**src/rtl/dmem_pkg.sv**
```systemverilog
// dmem_pkg: shared definitions for the data-memory access sequencer.
//   - SZ_BYTE / SZ_HALF / SZ_WORD: req_val size encodings (2'b11 is illegal)
//   - dmem_state_t: sequencer FSM states
//   - DEF_MEM_LO_WORD / DEF_MEM_HI_WORD: default valid word-index range
package dmem_pkg;

  localparam logic [1:0] SZ_BYTE = 2'b00;
  localparam logic [1:0] SZ_HALF = 2'b01;
  localparam logic [1:0] SZ_WORD = 2'b10;

  localparam logic [31:0] DEF_MEM_LO_WORD = 32'h0000_0c00;
  localparam logic [31:0] DEF_MEM_HI_WORD = 32'h0003_bffe;

  typedef enum logic [2:0] {
    ST_IDLE,
    ST_RD,
    ST_WR,
    ST_RESP,
    ST_ERR
  } dmem_state_t;

endpackage

```
**src/rtl/dmem_lane_merge.sv**
```systemverilog
// dmem_lane_merge: combinational lane handling for the access sequencer.
//   rbuf        in  32  word read from memory
//   rs2         in  32  right-justified store data
//   size        in  2   SZ_BYTE / SZ_HALF / SZ_WORD
//   lane        in  2   byte address bits [1:0]
//   is_unsigned in  1   zero-extend sub-word loads
//   wdata       out 32  rbuf with the addressed lane replaced by rs2
//   rdata       out 32  addressed lane of rbuf, sign/zero extended
// Half accesses use lane[1] only (lane[0] ignored); word accesses ignore lane.
module dmem_lane_merge
  import dmem_pkg::*;
(
  input  logic [31:0] rbuf,
  input  logic [31:0] rs2,
  input  logic [1:0]  size,
  input  logic [1:0]  lane,
  input  logic        is_unsigned,
  output logic [31:0] wdata,
  output logic [31:0] rdata
);

  logic [4:0]  sh;
  logic [31:0] shifted;

  always_comb begin
    sh      = '0;
    shifted = '0;
    wdata   = rbuf;
    rdata   = '0;
    case (size)
      SZ_BYTE: begin
        sh      = {lane, 3'b000};
        shifted = rbuf >> sh;
        wdata   = (rbuf & ~(32'h0000_00ff << sh)) | ({24'h0, rs2[7:0]} << sh);
        rdata   = is_unsigned ? {24'h0, shifted[7:0]}
                              : {{24{shifted[7]}}, shifted[7:0]};
      end
      SZ_HALF: begin
        sh      = {lane[1], 4'b0000};
        shifted = rbuf >> sh;
        wdata   = (rbuf & ~(32'h0000_ffff << sh)) | ({16'h0, rs2[15:0]} << sh);
        rdata   = is_unsigned ? {16'h0, shifted[15:0]}
                              : {{16{shifted[15]}}, shifted[15:0]};
      end
      SZ_WORD: begin
        wdata = rs2;
        rdata = rbuf;
      end
      default: begin
        wdata = rbuf;
        rdata = '0;
      end
    endcase
  end

endmodule

```
**src/rtl/dmem_access_ctrl.sv**
```systemverilog
// dmem_access_ctrl: sequencer between the load/store stage and a word-only
// data memory. Byte/half/word requests over valid/ready; sub-word stores are
// read-modify-write; loads are sign/zero extended; bad requests get resp_err.
//   clock, reset       clock, synchronous active-high reset
//   req_valid/ready    request handshake (ready only in IDLE)
//   req_addr           byte address
//   req_rw             0 load, 1 store
//   req_val            size: 00 byte, 01 half, 10 word, 11 illegal
//   req_unsigned       zero-extend sub-word loads
//   rs2                right-justified store data
//   resp_valid/ready   response handshake
//   resp_err           request rejected
//   rdata              extended load data (0 for stores and errors)
//   mem_addr           word-aligned memory address
//   mem_rw             memory write strobe (only in WR)
//   mem_wdata          full merged write word
//   mem_rdata          combinational memory read data
// Build option: DMEM_ALIGN_CHECK_EN defined rejects misaligned half/word
// requests; undefined, half uses addr & ~1 and word uses addr & ~3.
module dmem_access_ctrl
  import dmem_pkg::*;
#(
  parameter logic [31:0] MEM_LO_WORD = DEF_MEM_LO_WORD,
  parameter logic [31:0] MEM_HI_WORD = DEF_MEM_HI_WORD
) (
  input  logic        clock,
  input  logic        reset,
  input  logic        req_valid,
  output logic        req_ready,
  input  logic [31:0] req_addr,
  input  logic        req_rw,
  input  logic [1:0]  req_val,
  input  logic        req_unsigned,
  input  logic [31:0] rs2,
  output logic        resp_valid,
  input  logic        resp_ready,
  output logic        resp_err,
  output logic [31:0] rdata,
  output logic [31:0] mem_addr,
  output logic        mem_rw,
  output logic [31:0] mem_wdata,
  input  logic [31:0] mem_rdata
);

  dmem_state_t state;

  // The word part of the latched address lives in mem_addr; only the lane
  // bits need a separate latch.
  logic [1:0]  lane_q;
  logic        rw_q;
  logic [1:0]  size_q;
  logic        uns_q;
  logic [31:0] rs2_q;

  logic [31:0] word_idx;
  logic        in_range;
  logic        misalign;
  logic        req_bad;
  logic [31:0] merged_wdata;
  logic [31:0] load_data;

  assign word_idx = {2'b00, req_addr[31:2]};
  assign in_range = (word_idx >= MEM_LO_WORD) && (word_idx <= MEM_HI_WORD);

`ifdef DMEM_ALIGN_CHECK_EN
  assign misalign = ((req_val == SZ_HALF) && req_addr[0]) ||
                    ((req_val == SZ_WORD) && (req_addr[1:0] != 2'b00));
`else
  assign misalign = 1'b0;
`endif

  assign req_bad = (req_val == 2'b11) || misalign || !in_range;

  // rbuf is taken straight from mem_rdata during RD: the merged word and the
  // extended load value are registered on the RD edge, which is exactly when
  // a separate rbuf register would have captured it.
  dmem_lane_merge u_lane_merge (
    .rbuf        (mem_rdata),
    .rs2         (rs2_q),
    .size        (size_q),
    .lane        (lane_q),
    .is_unsigned (uns_q),
    .wdata       (merged_wdata),
    .rdata       (load_data)
  );

  always_ff @(posedge clock) begin
    if (reset) begin
      state      <= ST_IDLE;
      req_ready  <= 1'b1;
      resp_valid <= 1'b0;
      resp_err   <= 1'b0;
      rdata      <= '0;
      mem_addr   <= '0;
      mem_rw     <= 1'b0;
      mem_wdata  <= '0;
      lane_q     <= '0;
      rw_q       <= 1'b0;
      size_q     <= '0;
      uns_q      <= 1'b0;
      rs2_q      <= '0;
    end else begin
      case (state)
        ST_IDLE: begin
          if (req_valid && req_ready) begin
            lane_q    <= req_addr[1:0];
            rw_q      <= req_rw;
            size_q    <= req_val;
            uns_q     <= req_unsigned;
            rs2_q     <= rs2;
            req_ready <= 1'b0;
            rdata     <= '0;
            if (req_bad) begin
              state      <= ST_ERR;
              resp_valid <= 1'b1;
              resp_err   <= 1'b1;
            end else if (req_rw && (req_val == SZ_WORD)) begin
              state     <= ST_WR;
              mem_addr  <= {req_addr[31:2], 2'b00};
              mem_wdata <= rs2;
              mem_rw    <= 1'b1;
            end else begin
              state    <= ST_RD;
              mem_addr <= {req_addr[31:2], 2'b00};
            end
          end
        end
        ST_RD: begin
          if (rw_q) begin
            state     <= ST_WR;
            mem_wdata <= merged_wdata;
            mem_rw    <= 1'b1;
          end else begin
            state      <= ST_RESP;
            rdata      <= load_data;
            resp_valid <= 1'b1;
          end
        end
        ST_WR: begin
          state      <= ST_RESP;
          mem_rw     <= 1'b0;
          resp_valid <= 1'b1;
        end
        ST_RESP, ST_ERR: begin
          if (resp_ready) begin
            state      <= ST_IDLE;
            resp_valid <= 1'b0;
            resp_err   <= 1'b0;
            rdata      <= '0;
            req_ready  <= 1'b1;
          end
        end
        default: begin
          state  <= ST_IDLE;
          mem_rw <= 1'b0;
        end
      endcase
    end
  end

endmodule

```
**config.mk**
```make
export PLATFORM = sky130hd
export DESIGN_NAME = dmem_access_ctrl
export DESIGN_NICKNAME = d
export VERILOG_FILES = /design/src/rtl/dmem_pkg.sv /design/src/rtl/dmem_lane_merge.sv /design/src/rtl/dmem_access_ctrl.sv
export SDC_FILE = /design/constraint.sdc
export NUM_CORES = 1
export LEC_CHECK = 0
export CAP_MARGIN = 40
export CORE_ASPECT_RATIO = 1.5
export CORE_MARGIN = 2
export CORE_UTILIZATION = 45
export DETAILED_ROUTE_END_ITERATION = 7
export PLACE_DENSITY = 0.77
export SETUP_SLACK_MARGIN = 0.5
export SLEW_MARGIN = 20
export SYNTH_ARGS = -nofsm -noshare
export SYNTH_HDL_FRONTEND = slang
export SYNTH_SLANG_ARGS = --single-unit
export TNS_END_PERCENT = 30
```
**constraint.sdc**
```tcl
create_clock -name clock -period 3.57 [get_ports clock]
set_clock_uncertainty 0.1 [all_clocks]
set_input_delay 0.714 -clock clock [delete_from_list [all_inputs] [get_ports clock]]
set_output_delay 0.714 -clock clock [all_outputs]
set_load 0.03 [all_outputs]
```
Word-level counts from Yosys, hierarchy flattened
Index checks and enable logic that the tools add are counted.
Word-level totals
  bits in registers: 139
  latch bits: 0
  RAM bits: 0
  bits in read-only memories: 0
  output and inout bits: 100
  memories kept: 0
Cells by class
  $add $sub $neg: 0
  multipliers: 0
  divide/modulo/power cells: 0
  magnitude comparators: 2
  eq/ne operators: 15
  shift operators: 6
  mux-type cells: 33
  bitwise gates (word level): 8
  reduce and logical (&&, ||, !) cells: 21
Operators by type and width (count)
  2-to-1 mux 32 bit: 9
  case mux 32 bit (3 select lines): 3
  AND 32 bit: 2
  NOT 32 bit: 2
  bitwise OR 32 bit: 2
  case mux 32 bit (2 select lines): 1
  << shifter 16 x 5 -> 32 bit: 1
  << shifter 16 x 5 -> 32 bit, first input constant: 1
  << shifter 8 x 5 -> 32 bit: 1
  << shifter 8 x 5 -> 32 bit, first input constant: 1
  right shift 32 x 5 -> 16 bit: 1
  right shift 32 x 5 -> 8 bit: 1
  >= comparator 30 x 12 -> 1 bit, second input constant: 1
  less-or-equal comparator 30 x 18 -> 1 bit, second input constant: 1
  AND reduction 5 bit: 3
  inequality test 2 bit, second input constant: 7
  case mux 3 bit (4 select lines): 1
  2-to-1 mux 1 bit: 11
  2-to-1 mux 3 bit: 3
  AND reduction 4 bit: 2
  == test 2 bit, second input constant: 3
  == test 3 x 2 -> 1 bit, second input constant: 2
  AND reduction 3 bit: 2
  case mux 1 bit (2 select lines): 2
  17 further kinds: 22

Depth between registers and ports, before layout
  depth in word-level cells: 7
  gate-level depth with buffers: 10
  gate-level depth less buffers: 7

By module
Synthesis repeated with hierarchy kept, for this count alone.
Second synthesis, totals
  cells, all modules: 926
  area total of the unflattened synthesis: 7437.1 µm²
Modules (own cells, without submodules)
  dmem_access_ctrl: instances 1, cells an instance 625, area each 5547.8 µm²
  dmem_lane_merge: instances 1, cells an instance 301, area each 1889.3 µm²

Worst setup path before layout
OpenSTA, ideal clock, no wires.
  path type: in2reg
  start point: in req_addr[20]
  end point: reg mem_wdata[14]
  arrival time: 2652 ps
  data required time: 3338 ps
  slack: 686 ps
  stages: 9
  buffers on the path: 2
  path through: or4_4 > nor4_1 > and3_1 > mux2i_2 > o21ai_1 > buf_4 > buf_4 > o211ai_1 > a21oi_1
Between the ends
  longest elaborated chain between the ends: 6
  elaborated cells between the ends (all ways): 7
RTL lines
  start: declaration: RTL line dmem_access_ctrl.sv:30  | input logic [31:0] req_addr,
  >= comparator 30 x 12 -> 1 bit / less-or-equal comparator 30 x 18 -> 1 bit (equally long branches): RTL line dmem_access_ctrl.sv:63  | assign in_range = (word_idx >= MEM_LO_WORD) && (word_idx <= MEM_HI_WORD);
  logical AND 1 bit *: RTL line dmem_access_ctrl.sv:63
  zero test 1 bit *: RTL line dmem_access_ctrl.sv:72  | assign req_bad = (req_val == 2'b11) || misalign || !in_range;
  logical OR 1 bit *: RTL line dmem_access_ctrl.sv:72
  inequality test 2 bit (no line) *
  AND reduction 5 bit (no line) *
  end signal: assignment: RTL line dmem_access_ctrl.sv:120  | mem_wdata <= rs2;
  end signal: assignment: RTL line dmem_access_ctrl.sv:131  | mem_wdata <= merged_wdata;
  end: declaration: RTL line dmem_access_ctrl.sv:41  | output logic [31:0] mem_wdata,
Mark *: on every way between the ends. The rest lies on a longest branch, timed or not.
A chain may end at the register's enable or synchronous reset.

Worst setup path in the final report
  start point: in req_addr[20]
  end point: reg mem_addr[13]
Between the ends
  longest elaborated chain between the ends: 6
  elaborated cells between the ends (all ways): 7
RTL lines
  >= comparator 30 x 12 -> 1 bit / less-or-equal comparator 30 x 18 -> 1 bit (equally long branches): RTL line dmem_access_ctrl.sv:63
  logical AND 1 bit *: RTL line dmem_access_ctrl.sv:63
  zero test 1 bit *: RTL line dmem_access_ctrl.sv:72
  logical OR 1 bit *: RTL line dmem_access_ctrl.sv:72
  NOT 1 bit (no line) *
  AND reduction 3 bit (no line) *
  end signal: assignment: RTL line dmem_access_ctrl.sv:119  | mem_addr <= {req_addr[31:2], 2'b00};
  end signal: assignment: RTL line dmem_access_ctrl.sv:124  | mem_addr <= {req_addr[31:2], 2'b00};
  end: declaration: RTL line dmem_access_ctrl.sv:39  | output logic [31:0] mem_addr,
Marks and branches as above.

==> metrics.txt <==
met3 Resource Use GR=0.06164; cell taking the most area after synthesis=dfxtp_1; Seq/Total Area, Yosys=0.4238; GRT overflow=0; CTS tree=built; Startpoint Class=primary input; number of placed cells counting well taps=1180; cells after synthesis=834; Commonest cells post-synth=174 x nand2_1, 139 x dfxtp_1, 126 x a21oi_1; # DRC=0; antenna viol nets, final=0; IO buf count=approximately 200; number of DRC markers in iteration 0=585; Synth area leaders=dfxtp_1 42%, nand2_1 9.9%, a21oi_1 9.6%; Power Total=4.025 mW; routed vias/inst=about 5.6; Chip Width=102.6 µm; outcome=finished, final reports clean; top_reg_cell synth=dfxtp_1; first-pass GRT wire length=between 30000 and 40000 µm; Post-synth EDFFs=0; Slew HR=0.4238; # H-tree levels=4; Synth Cell Area=~0.0066 mm²; area of the core=0.01439 mm²; routability cong.=0.9914; gr usage total=0.2819; Pwr Density=431.3 mW/mm²; Inserted Clock Buffers=17; Unique masters post-synth=47; count leader, synth=nand2_1; Vias=between 6000 and 7000; Tcrit/Tclk final=0.8204; Setup TNS Final=0 ns; post-route setup slack=0.6412 ns; Max Cap Viol=0; Rows=54; Leakage=3.227 nW; crit-path max cell delay=0.54 ns; syn avg cell area=7.873 µm²; clock-pin slew of the registers on the worst-case setup and hold paths=0.06 ns; Final Setup Violations=0; Top Usage Layer GRT=met2; hpwl dp=~16000 µm; min Tclk post-route=about 2.9 ns; CP max stage cell=or4_4; fraction of registers with async set/reset=0; Die Y=151.9 µm; crit path kind=primary input to flip-flop; max-slew violations=0; largest net degree at the start of global routing=57; effective utilization at floorplan=0.4563; initial antenna violation count=0; Die ar.=0.01559 mm²; pre-CTS setup slack=0.1860 ns; worst path cell trace=clkdlybuf4s50_1, or4_4, nor4_1, and3_1, mux2i_2, nor4_4, buf_12, mux2i_1, nor2_1; IR drop worst, VDD=335.1 µV; n_diodes=0; Non-Filler Instances=1210; CTS root buf=clkbuf_16; Post-CTS Setup Repair Bufs=0; CTS Sinks=139; Min-Delay Path Class=flip-flop to flip-flop; Worst-Skew Late Latency=roughly 0.42 ns; M1 GR Usage=0.3101; #FFs+latches synth=139; Final Hold Fails=0; detailed-route wire length=about 22000 µm; I/O pin cnt=204; vias in the first global route=6518; WL/cell=18.00 µm; WP data arrival=3.12 ns; Synth Warn #=0; Yosys top cell area share=0.4238; Highest Clock Rate=between 0.3 and 0.4 GHz; nets=1107; WP data required=3.76 ns; CTS Buffer Depth=2; Worst Max-Slew Pin Slew=0.8576 ns; worst-path maximum fanout=30; RSZ-0062 raised after global routing=false; Layout area overhead=42.13%; Crit. End Element=flip-flop; met2 GRT Util=0.4672; fraction of layout cells with a size suffix above 1=0.06805; WHS=0.3474 ns; first drt pass iteration count=6
[area by class of cell]
class / count / area [µm²]
clock buffers: 18 / 429.2
clock inverters: 12 / 175.2
fillers: 1253 / 5059
inverters: 3 / 11.26
multi-input cells: 623 / 3500
flip-flops and latches: 139 / 2783
well taps: 196 / 245.2
repair buffers: 219 / 2190
[critical path: cells and delay by family]
family        cells  cell delay (ns)
buf+inv           2             0.64
mux               2             0.34
simple gates      5             1.41
[power breakdown]
group / internal [mW] / leakage, nW / total (mW) / switching, mW
logic: 0.235 / 1.81 / 0.552 / 0.317
clock network: 1.16 / 0.288 / 1.84 / 0.678
registers: 1.59 / 1.13 / 1.64 / 0.0479
total: 2.98 / 3.23 / 4.03 / 1.04
[what timing repair did]
item,4_1_cts,5_1_grt
resized for setup,0,1
endpoints found under the setup margin,0,11
hold buffers,0,0
[metrics by stage]
step                      instance area (µm²)    util
final                                    9333  0.6485
after global routing                     9333  0.6485
after CTS                                9326  0.6481
after detailed placement                 8722  0.6061
after global placement                   8700  0.6045
after floorplan                          6570       -
[worst paths after layout]
kind         slack [ns]                        from  cells past startpoint                         end
max                0.64                req_addr[20]                      9   mem_addr[13]$_SDFFE_PP0P_
min reg2reg        0.35  mem_wdata[13]$_SDFFE_PP0P_                      2  mem_wdata[13]$_SDFFE_PP0P_
max reg2reg        1.10      size_q[1]$_SDFFE_PP0P_                      7   mem_wdata[2]$_SDFFE_PP0P_
min                0.35  mem_wdata[13]$_SDFFE_PP0P_                      2  mem_wdata[13]$_SDFFE_PP0P_
[sequential cells by signal, summed over array words and instances (netlist names)]
signal and flops:
lane_q 2, mem_addr 30, rw_q 1, req_ready 1
uns_q 1, mem_wdata 32, rdata 32, mem_rw 1
resp_valid 1, size_q 2, rs2_q 32, resp_err 1
state 3
[routing by layer]
metal / routed length (µm) / up-vias
met5: 0 / -
li1: - / 3278
met4: 1591 / 0
met1: 7667 / 3073
met3: 1684 / 99
met2: 10840 / 376
[placed cells by master (no fill, tap or decap), types with 2 or more instances in the layout]
cell	n
a21o_1	11
a311oi_1	7
a32oi_1	7
bufinv_16	4
and2_1	2
dfxtp_1	139
clkinvlp_4	3
nor3_1	7
a221oi_1	16
a21oi_1	126
clkinv_2	3
buf_12	3
nor2_1	105
nor2b_1	3
and3_1	3
nor3b_1	14
o22ai_1	7
conb_1	2
nand4_1	2
a211oi_1	3
inv_1	3
nor4_1	4
o21ai_0	19
clkbuf_16	17
o21ai_2	2
mux2i_1	33
clkdlybuf4s50_1	200
buf_4	15
nand2_1	174
o211ai_1	33
clkinv_4	2
a22oi_1	8
mux4_2	9
nand3_1	6
[cells by family after synthesis]
group / synth area share
muxes: 0.08498
and+or+nand+nor: 0.2130
DFF: 0.4238
buffers and inverters: 0.04707
AOI/OAI and AO/OA: 0.2306
other: 0.0005711
(Power assumes the default switching activity.)
